**src/rtl/sc_psr_condcodes_pkg.sv**
```systemverilog
// rtl/sc_psr_condcodes_pkg.sv - shared constants for the PSR condition-code block
package sc_psr_condcodes_pkg;

    // Bicc condition selects; the upper eight are the complements of the lower eight
    localparam logic [3:0] COND_BN   = 4'b0000;
    localparam logic [3:0] COND_BE   = 4'b0001;
    localparam logic [3:0] COND_BLE  = 4'b0010;
    localparam logic [3:0] COND_BL   = 4'b0011;
    localparam logic [3:0] COND_BLEU = 4'b0100;
    localparam logic [3:0] COND_BCS  = 4'b0101;
    localparam logic [3:0] COND_BNEG = 4'b0110;
    localparam logic [3:0] COND_BVS  = 4'b0111;
    localparam logic [3:0] COND_BA   = 4'b1000;
    localparam logic [3:0] COND_BNE  = 4'b1001;
    localparam logic [3:0] COND_BG   = 4'b1010;
    localparam logic [3:0] COND_BGE  = 4'b1011;
    localparam logic [3:0] COND_BGU  = 4'b1100;
    localparam logic [3:0] COND_BCC  = 4'b1101;
    localparam logic [3:0] COND_BPOS = 4'b1110;
    localparam logic [3:0] COND_BVC  = 4'b1111;

    localparam int ICC_C_OFS = 0;
    localparam int ICC_V_OFS = 1;
    localparam int ICC_Z_OFS = 2;
    localparam int ICC_N_OFS = 3;
    localparam int ICC_WIDTH = 4;

    localparam logic [31:0] PSR_RESET_VALUE = 32'h0000_0000;

endpackage

```
**src/rtl/sc_psr_condcodes_cond_eval.sv**
```systemverilog
// rtl/sc_psr_condcodes_cond_eval.sv - combinational Bicc condition evaluator
module sc_cond_eval
    import sc_psr_condcodes_pkg::*;
#(
    parameter int DATAWIDTH_COND = 4
) (
    input  logic [ICC_WIDTH-1:0]      icc,
    input  logic [DATAWIDTH_COND-1:0] cond,
    output logic                      taken
);

    logic flagN;
    logic flagZ;
    logic flagV;
    logic flagC;
    logic baseTaken;

    assign flagN = icc[ICC_N_OFS];
    assign flagZ = icc[ICC_Z_OFS];
    assign flagV = icc[ICC_V_OFS];
    assign flagC = icc[ICC_C_OFS];

    // Only the lower-half predicate is decoded; cond[3] inverts it
    always_comb begin
        baseTaken = 1'b0;
        case (cond[2:0])
            3'b000:  baseTaken = 1'b0;
            3'b001:  baseTaken = flagZ;
            3'b010:  baseTaken = flagZ | (flagN ^ flagV);
            3'b011:  baseTaken = flagN ^ flagV;
            3'b100:  baseTaken = flagC | flagZ;
            3'b101:  baseTaken = flagC;
            3'b110:  baseTaken = flagN;
            3'b111:  baseTaken = flagV;
            default: baseTaken = 1'b0;
        endcase
    end

    assign taken = cond[3] ^ baseTaken;

endmodule

```
**src/rtl/sc_psr_condcodes.sv**
```systemverilog
// rtl/sc_psr_condcodes.sv - processor status register with icc capture and branch evaluation
module sc_psr_condcodes
    import sc_psr_condcodes_pkg::*;
#(
    parameter int DATAWIDTH_BUS  = 32,
    parameter int DATAWIDTH_COND = 4,
    parameter int ICC_LSB        = 20
) (
    input  logic                      SC_PSR_CLOCK_50,
    input  logic                      SC_PSR_RESET_InHigh,
    input  logic                      SC_PSR_negative_InLow,
    input  logic                      SC_PSR_zero_InLow,
    input  logic                      SC_PSR_overflow_InLow,
    input  logic                      SC_PSR_carry_InLow,
    input  logic                      SC_PSR_SetCode_In,
    input  logic                      SC_PSR_update_InLow,
    input  logic                      SC_PSR_write_InLow,
    input  logic [DATAWIDTH_BUS-1:0]  SC_PSR_data_InBus,
    input  logic [DATAWIDTH_COND-1:0] SC_PSR_cond_InBus,
    input  logic                      SC_PSR_eval_In,
    output logic [DATAWIDTH_BUS-1:0]  SC_PSR_data_OutBus,
    output logic [ICC_WIDTH-1:0]      SC_PSR_icc_OutBus,
    output logic                      SC_PSR_taken_Out,
    output logic                      SC_PSR_valid_Out
);

    logic [DATAWIDTH_BUS-1:0] psrReg;
    logic [ICC_WIDTH-1:0]     iccStored;
    logic [ICC_WIDTH-1:0]     iccFromAlu;
    logic                     iccUpdate;
    logic                     condTaken;

    assign iccStored = psrReg[ICC_LSB +: ICC_WIDTH];
    assign iccUpdate = ~SC_PSR_update_InLow & SC_PSR_SetCode_In;

    always_comb begin
        iccFromAlu            = '0;
        iccFromAlu[ICC_N_OFS] = ~SC_PSR_negative_InLow;
        iccFromAlu[ICC_Z_OFS] = ~SC_PSR_zero_InLow;
        iccFromAlu[ICC_V_OFS] = ~SC_PSR_overflow_InLow;
        iccFromAlu[ICC_C_OFS] = ~SC_PSR_carry_InLow;
    end

    // Software write outranks a flag update landing on the same edge
    always_ff @(posedge SC_PSR_CLOCK_50 or posedge SC_PSR_RESET_InHigh) begin
        if (SC_PSR_RESET_InHigh) begin
            psrReg <= DATAWIDTH_BUS'(PSR_RESET_VALUE);
        end else if (!SC_PSR_write_InLow) begin
            psrReg <= SC_PSR_data_InBus;
        end else if (iccUpdate) begin
            psrReg[ICC_LSB +: ICC_WIDTH] <= iccFromAlu;
        end
    end

    sc_cond_eval #(
        .DATAWIDTH_COND(DATAWIDTH_COND)
    ) u_cond_eval (
        .icc   (iccStored),
        .cond  (SC_PSR_cond_InBus),
        .taken (condTaken)
    );

    // Evaluation sees the pre-edge PSR; taken holds between requests
    always_ff @(posedge SC_PSR_CLOCK_50 or posedge SC_PSR_RESET_InHigh) begin
        if (SC_PSR_RESET_InHigh) begin
            SC_PSR_taken_Out <= 1'b0;
            SC_PSR_valid_Out <= 1'b0;
        end else begin
            SC_PSR_valid_Out <= SC_PSR_eval_In;
            if (SC_PSR_eval_In) begin
                SC_PSR_taken_Out <= condTaken;
            end
        end
    end

    assign SC_PSR_data_OutBus = psrReg;
    assign SC_PSR_icc_OutBus  = iccStored;

endmodule

```
**config.mk**
```make
export PLATFORM = sky130hd
export DESIGN_NAME = sc_psr_condcodes
export DESIGN_NICKNAME = d
export VERILOG_FILES = /design/src/rtl/sc_psr_condcodes_pkg.sv /design/src/rtl/sc_psr_condcodes_cond_eval.sv /design/src/rtl/sc_psr_condcodes.sv
export SDC_FILE = /design/constraint.sdc
export NUM_CORES = 1
export LEC_CHECK = 0
export CAP_MARGIN = 20
export CORE_ASPECT_RATIO = 1.5
export CORE_UTILIZATION = 40
export CTS_CLUSTER_DIAMETER = 200
export DETAILED_ROUTE_END_ITERATION = 16
export PLACE_DENSITY = 0.85
export SLEW_MARGIN = 20
export SYNTH_ARGS = -nofsm -noshare
export SYNTH_HDL_FRONTEND = slang
export SYNTH_SLANG_ARGS = --single-unit
```
**constraint.sdc**
```tcl
create_clock -name SC_PSR_CLOCK_50 -period 3.2 [get_ports SC_PSR_CLOCK_50]
set_clock_uncertainty 0.05 [all_clocks]
set_input_delay 0.48 -clock SC_PSR_CLOCK_50 [delete_from_list [all_inputs] [get_ports SC_PSR_CLOCK_50]]
set_output_delay 0.48 -clock SC_PSR_CLOCK_50 [all_outputs]
set_load 0.1 [all_outputs]
```
==> flow_summary.html <==
<table>
<tr><th>Metric</th><th>Value</th></tr>
<tr><th colspan="2">Logic synthesis</th></tr>
<tr><td>Number of cells produced by synthesis</td><td>104</td></tr>
<tr><td>Main combinational cell family by area after synthesis</td><td>multiplexers</td></tr>
<tr><td>Share of the synthesized area in the top cell type</td><td>0.5975</td></tr>
<tr><td>Number of warning messages in the yosys log</td><td>0</td></tr>
<tr><td>Multiplexer share of the synthesized area</td><td>0.2601</td></tr>
<tr><td>Cells taking the most area after synthesis</td><td>sky130_fd_sc_hd__dfrtp_1 (60%), sky130_fd_sc_hd__mux2_2 (24%), sky130_fd_sc_hd__nor2b_1 (2.2%), sky130_fd_sc_hd__buf_4 (2.1%), sky130_fd_sc_hd__mux2_1 (1.6%)</td></tr>
<tr><td>Post-synthesis share of cell area spent on and, or, nand and nor gates</td><td>0.06151</td></tr>
<tr><td>Number of distinct library cells after synthesis</td><td>20</td></tr>
<tr><td>Number of nets in the synthesized netlist</td><td>150</td></tr>
<tr><td>Post-synthesis cell area</td><td>1424 sq um</td></tr>
<tr><td>Register area share after synthesis</td><td>0.5975</td></tr>
<tr><td>Xor and xnor fraction of the mapped netlist area</td><td>0</td></tr>
<tr><td>Adder-cell area share of the yosys netlist</td><td>0</td></tr>
<tr><td>Leading area contributor after synthesis</td><td>sky130_fd_sc_hd__dfrtp_1</td></tr>
<tr><td>Synthesized area per cell</td><td>about 14 sq um</td></tr>
<tr><td>Compound-Gate Fraction of Synth Area</td><td>0.03779</td></tr>
<tr><td>Flops &amp; latches, synth</td><td>34</td></tr>
<tr><th colspan="2">Clocking</th></tr>
<tr><td>Clock latency on the worst-skew pair</td><td>280 ps</td></tr>
<tr><td>Bufs on Longest Clock Path</td><td>2</td></tr>
<tr><td>Sink Count</td><td>34</td></tr>
<tr><td>Clk root buf</td><td>sky130_fd_sc_hd__clkbuf_8</td></tr>
<tr><td>Post CTS Setup Buffer Count</td><td>0</td></tr>
<tr><td>Post-CTS Hold Fix Bufs</td><td>0</td></tr>
<tr><td>Clock transition at the registers of the reported paths</td><td>around 70 ps</td></tr>
<tr><td>Resized Gates After CTS</td><td>0</td></tr>
<tr><td>Clock tree from TritonCTS</td><td>built</td></tr>
<tr><td>Htree depth</td><td>2</td></tr>
<tr><td>Number of CTS-inserted buffers</td><td>5</td></tr>
<tr><th colspan="2">Die</th></tr>
<tr><td>Starting utilization of the core area</td><td>0.4168</td></tr>
<tr><td>Die outline area</td><td>3807 sq um</td></tr>
<tr><td>Top Ports</td><td>84</td></tr>
<tr><td>Core area</td><td>around 3400 sq um</td></tr>
<tr><td>Floorplan row count</td><td>26</td></tr>
<tr><td>X dimension of the die</td><td>50.72 um</td></tr>
<tr><td>DIE HEIGHT</td><td>75.07 um</td></tr>
<tr><th colspan="2">Place</th></tr>
<tr><td>Weighted congestion at the end of routability-driven global placement</td><td>0.6990</td></tr>
<tr><td>Worst setup slack after placement</td><td>1217 ps</td></tr>
<tr><td>Count of placed standard cells including taps</td><td>222</td></tr>
<tr><td>Number of input and output port buffers inserted</td><td>83</td></tr>
<tr><td>Placement-stage cell area</td><td>2178 sq um</td></tr>
<tr><td>Placed wire-length estimate</td><td>2592 um</td></tr>
<tr><th colspan="2">Status</th></tr>
<tr><td>Status</td><td>finished clean</td></tr>
<tr><th colspan="2">Timing</th></tr>
<tr><td>Total Neg Setup Slack</td><td>0 ps</td></tr>
<tr><td>Slew @ Worst Pin</td><td>roughly 960 ps</td></tr>
<tr><td>Count of endpoints failing hold in the final timing report</td><td>0</td></tr>
<tr><td>Count of pins over their slew limit</td><td>0</td></tr>
<tr><td>Post-route clock period utilization</td><td>0.7133</td></tr>
<tr><td>Min setup slack post-route</td><td>917.3 ps</td></tr>
<tr><td>Hold_ws</td><td>455.3 ps</td></tr>
<tr><td>Worst slew margin relative to its limit</td><td>0.3560</td></tr>
<tr><td>Final worst path period need</td><td>2283 ps</td></tr>
<tr><td>Peak clock frequency supported by timing</td><td>438.1 MHz</td></tr>
<tr><td>Final Setup Violations</td><td>0</td></tr>
<tr><td>RSZ-0062 raised after global routing</td><td>false</td></tr>
<tr><th colspan="2">Global routing</th></tr>
<tr><td>Antenna violations before repair</td><td>0</td></tr>
<tr><td>Global-route wire length before repair</td><td>roughly 5300 um</td></tr>
<tr><td>Grt ovf</td><td>0</td></tr>
<tr><td>Largest net degree at the start of global routing</td><td>35</td></tr>
<tr><td>GRT Util Overall</td><td>0.1925</td></tr>
<tr><td>Number of global-route vias before repair</td><td>1230</td></tr>
<tr><th colspan="2">Routing</th></tr>
<tr><td>Number of DRC violations after detailed routing</td><td>0</td></tr>
<tr><td>TritonRoute pass-1 iters</td><td>3</td></tr>
<tr><td>Total wirelength of the detailed-routed design</td><td>approximately 3400 um</td></tr>
<tr><td>Number of DRC markers after the initial detailed-route iteration</td><td>18</td></tr>
<tr><td>Total via count after detailed routing</td><td>1125</td></tr>
<tr><td>Number of nets still failing antenna checks after routing</td><td>0</td></tr>
<tr><td>Vias per std cell</td><td>4.891</td></tr>
<tr><td>Avg WL per Cell</td><td>14.83 um</td></tr>
<tr><th colspan="2">Worst setup path</th></tr>
<tr><td>CP bufs+invs</td><td>1</td></tr>
<tr><td>Delay of the slowest cell on the worst path</td><td>1130 ps</td></tr>
<tr><td>Reg2reg path depth</td><td>4</td></tr>
<tr><td>Worst setup path category</td><td>flop to output port</td></tr>
<tr><td>Critical-path cell with the highest stage delay</td><td>sky130_fd_sc_hd__clkdlybuf4s50_1</td></tr>
<tr><td>Reg-to-reg endpoint</td><td>SC_PSR_taken_Out</td></tr>
<tr><td>Number of gates on the worst path with buffers counted</td><td>1</td></tr>
<tr><td>Cell-by-cell listing of the critical path</td><td>clkdlybuf4s50_1</td></tr>
<tr><td>Reg2reg setup slack</td><td>1850 ps</td></tr>
<tr><td>CP startpoint</td><td>SC_PSR_taken_Out</td></tr>
<tr><td>CP arrival</td><td>between 1500 and 2000 ps</td></tr>
<tr><td>Nature of the critical path startpoint</td><td>flop</td></tr>
<tr><td>Largest fanout of any net on the critical path</td><td>2</td></tr>
<tr><td>Required time at the endpoint of the critical path</td><td>2670 ps</td></tr>
<tr><td>Cell class contributing the biggest share of worst-path delay</td><td>buffers and inverters</td></tr>
<tr><td>Reg2reg start</td><td>SC_PSR_data_OutBus[22]</td></tr>
<tr><td>Element type at the critical path end</td><td>output port</td></tr>
<tr><td>CP Capture Point</td><td>SC_PSR_taken_Out</td></tr>
<tr><th colspan="2">Final layout</th></tr>
<tr><td>Number of antenna diodes</td><td>0</td></tr>
<tr><td>Area of the multi-input gates</td><td>slightly above 500 sq um</td></tr>
<tr><td>Final std cells w/o fill</td><td>230</td></tr>
<tr><td>Filler cell count in the final layout</td><td>280</td></tr>
<tr><td>Final net count</td><td>233</td></tr>
<tr><td>Final standard cell area without fillers</td><td>2270 sq um</td></tr>
<tr><td>Syn-to-layout area delta</td><td>59.40%</td></tr>
<tr><td>Commonest non-fill, non-tap cell in the layout</td><td>sky130_fd_sc_hd__clkdlybuf4s50_1</td></tr>
<tr><td>Register cell area after layout</td><td>850.8 sq um</td></tr>
<tr><td>Commonest non-fill, non-tap cells in the layout</td><td>sky130_fd_sc_hd__clkdlybuf4s50_1 (47), sky130_fd_sc_hd__buf_4 (38), sky130_fd_sc_hd__dfrtp_1 (34)</td></tr>
<tr><td>Share of post-route cells with drive strength above 1</td><td>0.3989</td></tr>
<tr><th colspan="2">Pwr</th></tr>
<tr><td>Leakage power of the design</td><td>1.004 nW</td></tr>
<tr><td>Power density normalized to cell area</td><td>626.7 nW/um^2</td></tr>
<tr><td>VDD IR-drop max</td><td>433.5 uV</td></tr>
<tr><th colspan="2">Job</th></tr>
<tr><td>Max-cap violation count</td><td>0</td></tr>
<tr><th colspan="2">Worst hold path</th></tr>
<tr><td>Class of the tightest hold or removal check</td><td>flop to flop</td></tr>
</table>
-- per-stage QoR --
| stage | power, mW | util |
|---|---|---|
| after floorplan | 0.9539 | - |
| after global placement | 1.099 | 0.6377 |
| after detailed placement | 1.110 | 0.6377 |
| after CTS | 1.438 | 0.6645 |
| after global routing | 1.472 | 0.6645 |
| final | 1.422 | 0.6645 |
-- layer usage --
metal	wire length [um]	vias to the layer above	GRT usage
met5	0	-	0
met2	1933	61	0.3763
met1	1183	539	0.1815
met4	44	0	0.1019
met3	248	5	0.04646
li1	-	520	-
-- power breakdown --
group          internal, mW  switching (mW)  total (mW)
sequential            0.474          0.0270       0.501
clock                 0.173           0.150       0.323
combinational         0.158           0.440       0.598
total                 0.806           0.617        1.42
-- state kept, by name, indices dropped and copies added, names as in the netlist --
name and count:
SC_PSR_data_OutBus 32, SC_PSR_valid_Out 1, SC_PSR_taken_Out 1
-- area by class of cell --
| class | instances | area share |
|---|---|---|
| Tap cell | 42 | 0.02315 |
| Sequential cell | 34 | 0.3749 |
| Timing Repair Buffer | 85 | 0.3330 |
| Clock inverter | 1 | 0.002205 |
| Inverter | 2 | 0.003308 |
| Multi-Input combinational cell | 59 | 0.2255 |
| Clock buffer | 7 | 0.03804 |
-- synth_stat cells (all sizes together) --
library cell   n
a21oi          4
a31oi          1
a41oi          1
and2b          1
buf            8
clkbuf         1
dfrtp         34
inv            2
mux2          32
mux2i          1
nand2          2
nand2b         1
nand3          2
nor2           5
nor2b          5
o2111ai        1
o21ai          2
or3            1
-- cell families (layout without fill, tap and decap cells) --
kind of cell	Yosys count	count (layout)
multiplexers	33	33
flip-flops	34	34
AND/OR/NAND/NOR	17	17
buffers and inverters	11	95
AO/OA/AOI/OAI	9	9
-- worst min path at each step --
stage | slack (ps) | from | cells past startpoint | endpoint
5_1_grt | 470 | SC_PSR_data_OutBus[16] | 1 | SC_PSR_data_OutBus[16]
3_3_place_gp | 430 | SC_PSR_data_OutBus[13] | 1 | SC_PSR_data_OutBus[13]
2_1_floorplan | 460 | SC_PSR_eval_In | 0 | SC_PSR_valid_Out
3_5_place_dp | 440 | SC_PSR_data_OutBus[14] | 1 | SC_PSR_data_OutBus[14]
4_1_cts | 460 | SC_PSR_data_OutBus[28] | 1 | SC_PSR_data_OutBus[28]
6_report | 460 | SC_PSR_data_OutBus[16] | 1 | SC_PSR_data_OutBus[16]
(Power assumes the default switching activity.)
